[src/rtl/hazard_scoreboard.sv]
// Decode-stage scoreboard tracking in-flight multi-cycle writes; stalls ID on RAW/WAW/capacity hazards.
// Hazard and alloc outputs are combinational from registered entry state; ex_ready low holds ID without allocating.
module hazard_scoreboard #(
  parameter int NUM_ENTRIES = 4,
  parameter int TAG_W       = $clog2(NUM_ENTRIES),
  parameter bit MEM_FWD     = 1'b1,
  parameter int CNT_W       = 32
) (
  input  logic                   clk,
  input  logic                   rst,
  input  logic [31:0]            id_instr,
  input  logic                   id_valid,
  input  logic                   id_flush,
  input  logic                   ex_ready,
  input  logic                   cmp_valid,
  input  logic [TAG_W-1:0]       cmp_tag,
  output logic                   bubble,
  output logic                   alloc,
  output logic [TAG_W-1:0]       alloc_tag,
  output logic [NUM_ENTRIES-1:0] busy,
  output logic                   full,
  output logic [CNT_W-1:0]       stall_count
);

  localparam logic [6:0] OP_LUI   = 7'b0110111;
  localparam logic [6:0] OP_AUIPC = 7'b0010111;
  localparam logic [6:0] OP_JAL   = 7'b1101111;
  localparam logic [6:0] OP_JALR  = 7'b1100111;
  localparam logic [6:0] OP_BR    = 7'b1100011;
  localparam logic [6:0] OP_LOAD  = 7'b0000011;
  localparam logic [6:0] OP_STORE = 7'b0100011;
  localparam logic [6:0] OP_IMM   = 7'b0010011;
  localparam logic [6:0] OP_REG   = 7'b0110011;

  logic [NUM_ENTRIES-1:0] valid_q, valid_d;
  logic [4:0]             rd_q  [NUM_ENTRIES];
  logic [NUM_ENTRIES-1:0] cls_q;
  logic [CNT_W-1:0]       stall_q, stall_d;

  logic [6:0] opcode;
  logic [4:0] rs1, rs2, rd;
  logic [6:0] funct7;
  logic       use_rs1, use_rs2, is_store, is_load, producer;
  logic       raw, waw, cap, issue;
  logic [NUM_ENTRIES-1:0] cmp_hit;
  logic [TAG_W-1:0]       free_tag;

  assign opcode = id_instr[6:0];
  assign rd     = id_instr[11:7];
  assign rs1    = id_instr[19:15];
  assign rs2    = id_instr[24:20];
  assign funct7 = id_instr[31:25];

  assign is_store = (opcode == OP_STORE);
  assign is_load  = (opcode == OP_LOAD);
  assign use_rs1  = (opcode == OP_JALR) || is_load || (opcode == OP_IMM) ||
                    is_store || (opcode == OP_BR) || (opcode == OP_REG);
  assign use_rs2  = is_store || (opcode == OP_BR) || (opcode == OP_REG);
  // class bit: 1 = load, 0 = M-extension op
  assign producer = (rd != 5'd0) &&
                    (is_load || ((opcode == OP_REG) && (funct7 == 7'b0000001)));

  always_comb begin
    raw     = 1'b0;
    waw     = 1'b0;
    cmp_hit = '0;
    for (int i = 0; i < NUM_ENTRIES; i++) begin
      logic live, m1, m2;
      cmp_hit[i] = cmp_valid && (cmp_tag == TAG_W'(i));
      live = valid_q[i] && !cmp_hit[i];
      m1   = use_rs1 && (rd_q[i] == rs1);
      // loads feeding store data are covered by the memory forwarding path
      m2   = use_rs2 && (rd_q[i] == rs2) && !(MEM_FWD && is_store && cls_q[i]);
      raw  = raw || (live && (m1 || m2));
      waw  = waw || (live && producer && (rd_q[i] == rd));
    end
  end

  always_comb begin
    free_tag = '0;
    for (int i = NUM_ENTRIES - 1; i >= 0; i--) begin
      if (!valid_q[i]) free_tag = TAG_W'(i);
    end
  end

  assign full      = &valid_q;
  assign busy      = valid_q;
  assign cap       = producer && full;
  assign bubble    = id_valid && !id_flush && (raw || waw || cap);
  assign issue     = id_valid && !id_flush && !bubble && ex_ready;
  assign alloc     = issue && producer;
  assign alloc_tag = alloc ? free_tag : '0;
  assign stall_count = stall_q;

  always_comb begin
    valid_d = valid_q & ~cmp_hit;
    for (int i = 0; i < NUM_ENTRIES; i++) begin
      if (alloc && (free_tag == TAG_W'(i))) valid_d[i] = 1'b1;
    end
    stall_d = stall_q;
    if (bubble && !(&stall_q)) stall_d = stall_q + CNT_W'(1);
  end

  always_ff @(posedge clk) begin
    if (rst) begin
      valid_q <= '0;
      stall_q <= '0;
    end else begin
      valid_q <= valid_d;
      stall_q <= stall_d;
    end
  end

  always_ff @(posedge clk) begin
    for (int i = 0; i < NUM_ENTRIES; i++) begin
      if (alloc && (free_tag == TAG_W'(i))) begin
        rd_q[i]  <= rd;
        cls_q[i] <= is_load;
      end
    end
  end

endmodule

[config.mk]
export PLATFORM = sky130hd
export DESIGN_NAME = hazard_scoreboard
export DESIGN_NICKNAME = d
export VERILOG_FILES = /design/src/rtl/hazard_scoreboard.sv
export SDC_FILE = /design/constraint.sdc
export NUM_CORES = 1
export LEC_CHECK = 0
export ABC_AREA = 1
export ABC_CLOCK_PERIOD_IN_PS = 6800
export CAP_MARGIN = 20
export CORE_MARGIN = 5
export CORE_UTILIZATION = 42
export CTS_BUF_LIST = sky130_fd_sc_hd__clkbuf_16
export CTS_CLUSTER_DIAMETER = 200
export DETAILED_ROUTE_END_ITERATION = 7
export GPL_TIMING_DRIVEN = 1
export PLACE_DENSITY = 0.66
export SLEW_MARGIN = 20
export SYNTH_ARGS = -nofsm -noshare
export SYNTH_HDL_FRONTEND = slang
export SYNTH_SLANG_ARGS = --single-unit
[constraint.sdc]
create_clock -name clk -period 6.8 [get_ports clk]
set_input_delay 2.04 -clock clk [delete_from_list [all_inputs] [get_ports clk]]
set_output_delay 2.04 -clock clk [all_outputs]
set_load 0.1 [all_outputs]
==> summary.md, run 1 <==
| Metric | Value |
|---|---|
| Status | `finished, final reports clean` |
| Hold buffers post-CTS | `0` |
| CTS clk-pin slew, worst paths | `50 ps` |
| Syn Nets | `745` |
| CTS tree | `built` |
| Largest net degree at the start of global routing | `24` |
| Initial core utilization | `0.4235` |
| Worst Hold Margin | `495.1 ps` |
| Final global-route overflow total | `0` |
| Global Route Usage Sum | `0.2256` |
| Crit-path max FO | `4` |
| H-tree Lvls | `3` |
| Hold Path Class | `reg -> reg` |
| Cell Area, Placed | `5514 um^2` |
| CP startpoint kind | `input port` |
| Final Cell Area | `5774 um^2` |
| Die Ht | `114.1 um` |
| Hold Path Stages | `2` |
| Clock skew | `11.78 ps` |
| Pwr dens | `149.2 nW/um^2` |
| Max clock buf depth | `2` |
| Syn Area/Cell | `6.464 um^2` |
| Slowest-stage cell, CP | `clkdlybuf4s50_1` |
| R2R Setup Slk | `3940 ps` |
| Num ports | `81` |
| Synth cell types | `34` |
| Final setup viols | `0` |
| Crit. End Element | `output pin` |
| Slew headroom | `0.3324` |
| Post_cts resized | `0` |
| Die Wd | `114.1 um` |
| RR Endpoint | `stall_count[15]` |
| Site row count | `38` |
| Vias in the first global route | `4685` |
| Die ar. | `13020 um^2` |
| Core area | `10750 um^2` |
| Cells on worst reg2reg path | `9` |
| Total clock sinks | `60` |
| Min-Delay Startpoint | `stall_count[30]` |
| DR pass1 iterations | `5` |
| Crit path top cell by count | `nand2_1` |
| Maximum vdd drop | `115.5 uV` |
| Pre-CTS WS | `362.7 ps` |
| Root Buffer | `clkbuf_16` |
| Via/cell ratio | `5.117` |
| Clock Latency Late Sink | `330 ps` |
| Hold Vio Cnt, Final | `0` |
| Ys flop type | `dfxtp_1` |
| N_diodes | `0` |
| RSZ-0062 raised after global routing | `false` |
| Number of synthesized register bits | `60` |
| Total Nets Final | `822` |
| PnR worst setup slack | `374.4 ps` |
| Post-CTS Setup Inserts | `0` |
| Fmax | `155.6 MHz` |
| Worst EP arrival | `4390 ps` |
| Asr flop ratio synth | `0` |
| Routability cong. | `0.9603` |
| Initial antenna violation count | `0` |
| Crit path cell chain | `clkdlybuf4s50_1 -> nand2_1 -> o21ai_1 -> inv_1 -> nand2_1 -> nor2_1 -> nor2_1 -> nand2_1 -> nand2_1 -> nand2_1 -> nand2_1 -> nand2_1 -> nor2_4 -> inv_1 -> nor2_2 -> buf_12` |
| Kind of critical path | `in -> out` |
| Worst slew pin tran | `998.3 ps` |
| Hold Path End | `stall_count[30]` |
| Detailed Route Iter0 Violations | `285` |
| Most common cell after layout, fill and taps aside | `nand2_1` |
| Fin crit period | `6426 ps` |
| YS warnings | `0` |
| Most frequent cells in the layout | `nand2_1, nor2_1, inv_1` |
| Cells after Synth | `704` |
| Antenna-violating nets left | `0` |
| Sequential element share of the synthesized area | `0.3167` |
| Required time of the critical path | `4760 ps` |
| Reg2reg start | `stall_count[1]` |
| Setup TNS | `0 ps` |
| MaxCap Viol Count | `0` |
| Area Overhead vs Synth | `26.89%` |
| Layout cells sized above 1 | `0.05725` |
| Max Slew Vio Count | `0` |
| Leak | `2.300 nW` |
| Buffers on Ports | `77` |
| Post-synth EDFFs | `24` |
| Final period util | `0.9449` |
| Cts bufs inserted | `9` |
| Routed WL per cell | `15.35 um` |
| Global-route wire length before repair | `23.20 mm` |
| Via count | `4738` |
| WL final | `14.21 mm` |
| Synth Cell Area | `4551 um^2` |
| CP max stage delay | `500 ps` |
| DRC viols | `0` |
| Detailed Place HPWL | `11.33 mm` |
==> state kept, by name, summed over array words and instances (netlist names) <==
signal       count
stall_count     32
busy             4
cls_q            4
rd_q            20
==> area by class of cell <==
cell class,instances,area (um^2)
inverter,99,371.6
clock inverter,7,35.03
multi-input combinational,526,2655
tap,140,175.2
sequential,60,1441
timing repair buffer,85,870.8
clock buffer,9,225.2
fill,1079,4971
==> metrics by stage <==
step | power [mW] | util | std cells
2_1_floorplan | 0.4226 | - | 704
3_3_place_gp | 0.4577 | 0.5132 | 910
3_5_place_dp | 0.4593 | 0.5132 | 910
4_1_cts | 0.8685 | 0.5374 | 926
5_1_grt | 0.8976 | 0.5374 | 926
6_report | 0.8617 | 0.5374 | 926
==> logic make-up (layout without fill, tap and decap cells) <==
logic type | after synthesis | count (layout) | synth area share
and+or+nand+nor | 424 | 424 | 0.4155
buffers and inverters | 118 | 200 | 0.1031
DFF | 60 | 60 | 0.3167
xor gates and xnor gates | 58 | 58 | 0.1116
AOI/OAI and AO/OA | 43 | 43 | 0.05032
adders and majority gates | 1 | 1 | 0.002749
==> worst max-delay path: cells and delay by family <==
family,cells,cell delay [ps]
compound gates,1,370
buf+inv,4,920
simple gates,11,1040
==> synthesized netlist by cell type (2+ instances only) <==
cell / number / area share
clkinv_1: 4 / 0.0033
and2_1: 2 / 0.0027
a21oi_1: 21 / 0.023
nand2_2: 2 / 0.0027
xnor2_1: 29 / 0.056
clkbuf_1: 7 / 0.0058
o21ai_1: 10 / 0.011
xor2_1: 29 / 0.056
nand2_1: 183 / 0.15
dfxtp_1: 36 / 0.16
nor2_4: 3 / 0.0074
o21bai_1: 4 / 0.0066
inv_2: 3 / 0.0025
nor2_1: 109 / 0.090
nand3_2: 2 / 0.0044
buf_4: 2 / 0.0033
nor4_1: 5 / 0.0069
o21ai_0: 7 / 0.0077
inv_1: 92 / 0.076
edfxtp_1: 24 / 0.16
nand3b_1: 4 / 0.0066
nand3_1: 46 / 0.051
buf_2: 9 / 0.0099
nor3_1: 23 / 0.025
nand4_1: 39 / 0.054
==> worst max path at each step <==
| stage | start | to | slack [ps] |
|---|---|---|---|
| 5_1_grt | cmp_valid | alloc_tag[0] | 140 |
| 6_report | cmp_valid | alloc_tag[0] | 370 |
| 3_5_place_dp | cmp_valid | alloc_tag[0] | 360 |
| 2_1_floorplan | id_instr[2] | alloc_tag[0] | 210 |
| 3_3_place_gp | cmp_valid | alloc_tag[0] | 360 |
| 4_1_cts | cmp_valid | alloc_tag[0] | 350 |
==> layer usage <==
metal,vias to the layer above,track usage,part of all wire
met5,-,0,0
met4,0,0.09501,0.031
met2,151,0.3813,0.48
met1,2154,0.2861,0.43
met3,31,0.03541,0.054
li1,2402,-,-
==> power breakdown <==
part / switching (mW) / internal, mW
Clock: 0.168 / 0.242
Sequential: 0.0000376 / 0.374
Combinational: 0.0434 / 0.0351
(Power assumes the default switching activity.)
==> inputs of run 2 (changes only) <==
--- a/config.mk
+++ b/config.mk
@@ -15,7 +15,6 @@
 export DETAILED_ROUTE_END_ITERATION = 7
 export GPL_TIMING_DRIVEN = 1
 export PLACE_DENSITY = 0.66
-export SLEW_MARGIN = 20
 export SYNTH_ARGS = -nofsm -noshare
 export SYNTH_HDL_FRONTEND = slang
 export SYNTH_SLANG_ARGS = --single-unit
==> results of run 2 <==
The final DEF is identical to that of run 1; final timing and power are the same.
==> inputs of run 3 (changes only) <==
--- a/config.mk
+++ b/config.mk
@@ -14,7 +14,8 @@
 export CTS_CLUSTER_DIAMETER = 200
 export DETAILED_ROUTE_END_ITERATION = 7
 export GPL_TIMING_DRIVEN = 1
-export PLACE_DENSITY = 0.66
+export PLACE_DENSITY = 0.63
+export SLEW_MARGIN = 20
 export SYNTH_ARGS = -nofsm -noshare
 export SYNTH_HDL_FRONTEND = slang
 export SYNTH_SLANG_ARGS = --single-unit
==> summary.md, run 3 (synthesis gave the netlist of run 1 again) <==
| Metric | Value |
|---|---|
| Total clock sinks | `60` |
| H-tree Lvls | `3` |
| Critical Path Start | `id_instr[0]` |
| Slowest-stage cell, CP | `clkdlybuf4s50_1` |
| CP max stage delay | `460 ps` |
| Pre-CTS WS | `363.8 ps` |
| Global Route Usage Sum | `0.2256` |
| Cts bufs inserted | `9` |
| Worst Hold Margin | `495.8 ps` |
| Vias in the first global route | `4656` |
| Number of flip-flops in the largest register | `32` |
| Largest net degree at the start of global routing | `24` |
| Hold Vio Cnt, Final | `0` |
| Die Wd | `114.1 um` |
| Detailed Route Iter0 Violations | `298` |
| Leak | `2.328 nW` |
| Num ports | `81` |
| Crit path cell chain | `clkdlybuf4s50_1 -> nand2_1 -> nor2_1 -> nand3_1 -> nand3_1 -> nand2_1 -> nor2_1 -> nand2_1 -> nand2_1 -> nand2_1 -> nor2_4 -> inv_1 -> nor2_2 -> buf_12` |
| MaxCap Viol Count | `0` |
| RSZ-0062 raised after global routing | `false` |
| CTS clk-pin slew, worst paths | `50 ps` |
| Post_cts resized | `0` |
| Hold buffers post-CTS | `0` |
| DR pass1 iterations | `5` |
| WL final | `14.30 mm` |
| Crit. End Element | `output pin` |
| Fin crit period | `6449 ps` |
| Via/cell ratio | `5.138` |
| Clock Latency Late Sink | `330 ps` |
| Status | `finished, final reports clean` |
| CTS tree | `built` |
| Worst EP arrival | `4410 ps` |
| Reg2reg start | `stall_count[1]` |
| Die Ht | `114.1 um` |
| Area Overhead vs Synth | `28.49%` |
| Pwr dens | `166.0 nW/um^2` |
| Site row count | `38` |
| PnR worst setup slack | `350.8 ps` |
| Initial core utilization | `0.4235` |
| Core area | `10750 um^2` |
| Final global-route overflow total | `0` |
| Final setup viols | `0` |
| Total Nets Final | `822` |
| Via count | `4758` |
| Routed WL per cell | `15.44 um` |
| Clock skew | `4.280 ps` |
| CP startpoint kind | `input port` |
| Final Cell Area | `5847 um^2` |
| Layout cells sized above 1 | `0.05598` |
| Max clock buf depth | `2` |
| Die ar. | `13020 um^2` |
| Most frequent cells in the layout | `nand2_1, nor2_1, inv_1` |
| Final period util | `0.9484` |
| Hold Path Class | `reg -> reg` |
| Antenna-violating nets left | `0` |
| Root Buffer | `clkbuf_16` |
| Maximum vdd drop | `99.18 uV` |
| Most common cell after layout, fill and taps aside | `nand2_1` |
| Crit-path max FO | `6` |
| Required time of the critical path | `4760 ps` |
| N_diodes | `0` |
| Worst slew pin tran | `1008 ps` |
| Kind of critical path | `in -> out` |
| Global-route wire length before repair | `23.12 mm` |
| Cell Area, Placed | `5514 um^2` |
| Routability cong. | `0.9700` |
| Slew headroom | `0.3257` |
| Buffers on Ports | `77` |
| Max Slew Vio Count | `0` |
| DRC viols | `0` |
| Initial antenna violation count | `0` |
| Setup TNS | `0 ps` |
| Min-Delay Startpoint | `stall_count[30]` |
| Post-CTS Setup Inserts | `0` |
| Detailed Place HPWL | `11.30 mm` |
| Fmax | `155.1 MHz` |
| Finished Core Util | `0.5441` |
| Crit path top cell by count | `nand2_1` |
-- run 3: where the power goes --
part / leakage [nW] / total [mW] / switching, mW / internal (mW)
Clock: 0.168 / 0.518 / 0.164 / 0.354
Sequential: 0.507 / 0.374 / 0.0000383 / 0.374
Combinational: 1.65 / 0.0792 / 0.0434 / 0.0358
-- run 3: critical path: cells and delay by family --
family | cells | cell delay, ps
buffers and inverters | 3 | 770
AND/OR/NAND/NOR | 11 | 1590
-- run 3: cell type report --
class                           count  area [um^2]
Fill cell                        1068         4898
Multi-Input combinational cell    526         2655
Sequential cell                    60         1441
Timing Repair Buffer               85        870.8
Inverter                           99        371.6
Clock buffer                        9        225.2
Tap cell                          140        175.2
Clock inverter                      7        107.6
-- run 3: metal layers --
metal	up-vias	wire length, um	global-route usage
met5	-	0	0
met4	0	619	0.1156
met3	37	782	0.04281
met2	176	7089	0.3895
met1	2140	5810	0.2658
li1	2405	-	-
-- run 3: through the flow --
step | total power, mW | cells
3_5_place_dp | 0.4599 | 910
4_1_cts | 0.9781 | 926
5_1_grt | 1.002 | 926
6_report | 0.9709 | 926
2_1_floorplan | 0.4226 | 704
3_3_place_gp | 0.4587 | 910
-- run 3: path summary, 6_finish.rpt --
kind,end,slack [ps],cells after the start
hold reg to reg,stall_count[30],500,2
hold / removal,stall_count[30],500,2
setup / recovery,alloc_tag[1],350,14
setup reg to reg,stall_count[31],3850,9
